[src/rtl/aes_pkg.sv]
// Shared AES definitions: GF(2^8) xtime-based constant multipliers and the
// InvMixColumns controller state encoding.
package aes_pkg;

    localparam logic [7:0] GF_REDUCE = 8'h1B;

    typedef enum logic [1:0] {
        IDLE = 2'd0,
        BUSY = 2'd1,
        DONE = 2'd2
    } state_t;

    function automatic logic [7:0] xtime(input logic [7:0] x);
        return {x[6:0], 1'b0} ^ (x[7] ? GF_REDUCE : 8'h00);
    endfunction

    // Each multiplier is a sum of x, 2x, 4x and 8x picked by the constant's bits.
    function automatic logic [7:0] gf_mul09(input logic [7:0] x);
        return xtime(xtime(xtime(x))) ^ x;
    endfunction

    function automatic logic [7:0] gf_mul0b(input logic [7:0] x);
        return xtime(xtime(xtime(x))) ^ xtime(x) ^ x;
    endfunction

    function automatic logic [7:0] gf_mul0d(input logic [7:0] x);
        return xtime(xtime(xtime(x))) ^ xtime(xtime(x)) ^ x;
    endfunction

    function automatic logic [7:0] gf_mul0e(input logic [7:0] x);
        return xtime(xtime(xtime(x))) ^ xtime(xtime(x)) ^ xtime(x);
    endfunction

endpackage

[src/rtl/inv_mix_column.sv]
// Combinational InvMixColumns on one 32-bit column (a0 in the top byte).
module inv_mix_column
    import aes_pkg::*;
(
    input  logic [31:0] col,
    output logic [31:0] result
);

    logic [7:0] a0, a1, a2, a3;

    assign {a0, a1, a2, a3} = col;

    assign result[31:24] = gf_mul0e(a0) ^ gf_mul0b(a1) ^ gf_mul0d(a2) ^ gf_mul09(a3);
    assign result[23:16] = gf_mul09(a0) ^ gf_mul0e(a1) ^ gf_mul0b(a2) ^ gf_mul0d(a3);
    assign result[15:8]  = gf_mul0d(a0) ^ gf_mul09(a1) ^ gf_mul0e(a2) ^ gf_mul0b(a3);
    assign result[7:0]   = gf_mul0b(a0) ^ gf_mul0d(a1) ^ gf_mul09(a2) ^ gf_mul0e(a3);

endmodule

[src/rtl/inv_mix_columns.sv]
// Iterative InvMixColumns: one shared column unit rewrites the working state
// one column per cycle, then holds the result until the consumer takes it.
module inv_mix_columns
    import aes_pkg::*;
(
    input  logic         clk,
    input  logic         rst,
    input  logic [127:0] in_data,
    input  logic         in_valid,
    output logic         in_ready,
    output logic [127:0] out_data,
    output logic         out_valid,
    input  logic         out_ready,
    output logic         busy
);

    state_t       state, state_next;
    logic [1:0]   col_idx;
    logic [127:0] work;
    logic [31:0]  col_in, col_out;

    assign in_ready  = (state == IDLE);
    assign out_valid = (state == DONE);
    assign busy      = (state == BUSY);
    assign out_data  = work;

    // NOTE: every always_comb output gets a default first so no path can infer a latch.
    always_comb begin
        col_in = work[127:96];
        case (col_idx)
            2'd1:    col_in = work[95:64];
            2'd2:    col_in = work[63:32];
            2'd3:    col_in = work[31:0];
            default: col_in = work[127:96];
        endcase
    end

    inv_mix_column u_col (
        .col    (col_in),
        .result (col_out)
    );

    always_comb begin
        state_next = state;
        case (state)
            IDLE:    if (in_valid)          state_next = BUSY;
            BUSY:    if (col_idx == 2'd3)   state_next = DONE;
            DONE:    if (out_ready)         state_next = IDLE;
            default:                        state_next = IDLE;
        endcase
    end

    // NOTE: sequential state uses non-blocking assignments so all registers see pre-edge values.
    always_ff @(posedge clk or negedge rst) begin
        if (!rst) state <= IDLE;
        else      state <= state_next;
    end

    // NOTE: the working register is reset because its value is visible on out_data.
    always_ff @(posedge clk or negedge rst) begin
        if (!rst) begin
            work    <= '0;
            col_idx <= 2'd0;
        end else if (state == IDLE && in_valid) begin
            work    <= in_data;
            col_idx <= 2'd0;
        end else if (state == BUSY) begin
            // Counter wraps 3->0 on the same edge that leaves BUSY.
            col_idx <= col_idx + 2'd1;
            case (col_idx)
                2'd0:    work[127:96] <= col_out;
                2'd1:    work[95:64]  <= col_out;
                2'd2:    work[63:32]  <= col_out;
                default: work[31:0]   <= col_out;
            endcase
        end
    end

endmodule

[config.mk]
export PLATFORM = sky130hd
export DESIGN_NAME = inv_mix_columns
export DESIGN_NICKNAME = d
export VERILOG_FILES = /design/src/rtl/aes_pkg.sv /design/src/rtl/inv_mix_column.sv /design/src/rtl/inv_mix_columns.sv
export SDC_FILE = /design/constraint.sdc
export NUM_CORES = 1
export LEC_CHECK = 0
export ABC_CLOCK_PERIOD_IN_PS = 5700
export BUFFER_PORTS_ARGS = -buffer_cell sky130_fd_sc_hd__buf_2
export CORE_MARGIN = 5
export CORE_UTILIZATION = 58
export CTS_CLUSTER_DIAMETER = 60
export CTS_CLUSTER_SIZE = 40
export DETAILED_ROUTE_END_ITERATION = 6
export PLACE_DENSITY = 0.87
export SYNTH_ARGS = -nofsm -noshare
export SYNTH_HDL_FRONTEND = slang
export SYNTH_HIERARCHICAL = 1
export SYNTH_SLANG_ARGS = --single-unit
[constraint.sdc]
create_clock -name clk -period 5.7 [get_ports clk]
set_input_delay 0.285 -clock clk [delete_from_list [all_inputs] [get_ports clk]]
set_output_delay 0.285 -clock clk [all_outputs]
set_load 0.01 [all_outputs]
==> metrics.md <==
| Metric | Value |
|---|---|
| Final min period | `between 4 and 5 ns` |
| Worst Path Required | `approximately 6.1 ns` |
| Synth area leader | `dfrtp_1` |
| Initial antenna violation count | `0` |
| First-pass iteration count of the detailed router | `7` |
| RSZ-0062 raised after global routing | `false` |
| Die width | `137 um` |
| Total GRT Usage | `0.342` |
| Number of DRC markers in iteration 0 | `928` |
| IO Port Bufs | `262` |
| Cell Area, Placed | `~11000 um^2` |
| Die area | `about 19000 um^2` |
| ANT nets after route | `0` |
| Vias | `between 8000 and 9000` |
| Synth top area share | `0.352` |
| Ys flop type | `dfrtp_1` |
| Worst slew pin tran | `about 1.1 ns` |
| Vias in the first global route | `8448` |
| DR DRC count | `0` |
| Register area share after synthesis | `0.352` |
| Placer Congestion | `roughly 1.0` |
| Synth top area cells | `dfrtp_1 35%, o22a_1 12%, xnor2_1 10%` |
| Post-synthesis area per instance | `approximately 10 um^2` |
| GRT Residual Overflow | `0` |
| Mapped cell area | `between 9000 and 10000 um^2` |
| CP Cell Sequence | `inv_1 > ha_1 > buf_4 > a222oi_1 > mux2i_1 > xnor2_1 > xnor2_1 > xnor3_1 > xor2_1 > o22a_1 > o22a_1` |
| EDFF count, synth | `0` |
| Hold Crit Class | `in -> reg` |
| Worst setup EP type | `register` |
| Hold buffer count at CTS | `1` |
| First-pass GRT wire length | `about 49000 um` |
| Sink Count | `132` |
| Most frequent cells in the layout | `261 x buf_2, 132 x nand2_1, 131 x dfrtp_1, 128 x o22a_1, 112 x xnor2_1` |
| Initial core utilization | `0.591` |
| Per-cell routed wire length | `between 20 and 25 um` |
| Final instance area | `between 10000 and 15000 um^2` |
| Status | `completed` |
| # H-tree levels | `4` |
| CTS buffer count | `17` |
| Core area | `15900 um^2` |
| CP delay by family, top | `XOR/XNOR gates` |
| Syn Nets | `1064` |
| Final period util | `0.770` |
| Commonest non-fill, non-tap cell in the layout | `buf_2` |
| Critical path fanouts, max | `29` |
| IO Count | `approximately 260` |
| Die Ht | `137 um` |
| Largest net degree at the start of global routing | `80` |
| Final Setup Violations | `0` |
| Startpoint Class | `register` |
| Total negative slack | `0 ns` |
| Worst slew margin | `0.242` |
| Worst stage delay on the critical path | `between 0.7 and 0.8 ns` |
| Setup CP Type | `reg -> reg` |
| Synth unique cells | `39` |
| Worst Path Buf+Inv | `2` |
| Final WL | `32300 um` |
| Max-Cap Viols | `0` |
| Max Freq | `228 MHz` |
| Post-Layout Cell Count | `1373` |
| Share of cells above drive strength 1 | `0.304` |
| Clock Tree Buf Depth | `2` |
| Worst-Skew Late Latency | `between 0.4 and 0.5 ns` |
| Nets | `~1300` |
| Vias/cell | `around 6.3` |
| Hold Fails Final Rpt | `0` |
| Setup repair bufs after CTS | `0` |
| Reg clk slew, reported paths | `roughly 0.060 ns` |
| Yosys reg bits | `around 130` |
| FP Rows | `46` |
| Post-Route Skew | `0.00862 ns` |
| YS warnings | `6` |
| Post_cts resized | `0` |
| ANT cells | `0` |
| Root Driver | `clkbuf_16` |
| Area Overhead vs Synth | `20.4%` |
| Slowest cell on the critical path | `mux2i_1` |
| CTS tree | `done` |
| Worst Path Arrival | `4.76 ns` |
| Placed insts | `roughly 1300` |
| Fin. max-slew vios | `0` |
| FFs w/ async S/R, synth | `1.00` |
| DP HPWL | `23300 um` |
| Mapped Cells | `around 930` |
## path summary, 6_finish.rpt
path / from / end / slack (ns) / cells after the start
worst max-delay path: col_idx[1] / out_data[27] / 1.31 / 11
worst min-delay path: in_data[74] / out_data[74] / 0.11 / 3
worst max register to register: col_idx[1] / out_data[27] / 1.31 / 11
worst min register to register: out_data[126] / out_data[126] / 0.53 / 1
max in group asynchronous: rst / out_data[109] / 3.91 / 3
min in group asynchronous: rst / out_data[127] / 0.37 / 2
## tightest hold or removal path, stage by stage
cell	delay, ns
buf_2	0.09
nor2_1	0.09
a31oi_1	0.04
## synth_stat cells (32+ instances only)
library cell,instances
a222oi_1,32
nor2_1,56
dfrtp_1,132
mux2i_1,32
buf_2,33
a31oi_1,53
inv_1,36
o22a_1,128
nand2_1,132
xor2_1,44
clkbuf_1,36
xnor2_1,112
## registers in the layout (all words and copies together), names as in the netlist
name and cells:
state 2, out_data 128, col_idx 2
## metal layers
metal | wire, um | track usage | vias up
li1 | - | - | 3738
met3 | 3580 | 0.0745 | 96
met4 | 980 | 0.133 | 0
met5 | 0 | 0 | -
met1 | 12400 | 0.458 | 4225
met2 | 15300 | 0.546 | 648
## logic make-up (layout without fill, tap and decap cells)
group / Yosys count / count (layout) / synth area share
AOI/OAI and AO/OA: 229 / 229 / 0.208
xor gates and xnor gates: 196 / 196 / 0.241
adders and majority gates: 5 / 5 / 0.00667
buffers and inverters: 126 / 356 / 0.0686
DFF: 132 / 132 / 0.352
muxes: 32 / 32 / 0.0341
and+or+nand+nor: 207 / 207 / 0.0895
## metrics by stage
stage	util	hold slack [ns]	setup WS [ns]
detailed placement	0.672	0.265	1.40
global placement	0.672	0.263	1.57
CTS	0.711	0.102	1.34
finish	0.711	0.109	1.31
global route	0.711	0.117	1.12
floorplan	-	-0.0106	2.21
## final cells by class
type                            instances  area [um^2]
Clock buffer                           21          460
Clock inverter                         11          151
Fill cell                            1179         4590
Inverter                               36          135
Multi-Input combinational cell        669         5450
Sequential cell                       132         3300
Tap cell                              216          270
Timing Repair Buffer                  288         1520
Power is not shown: default switching activity piles up to over one toggle a cycle in this logic, so the estimate is an artifact.
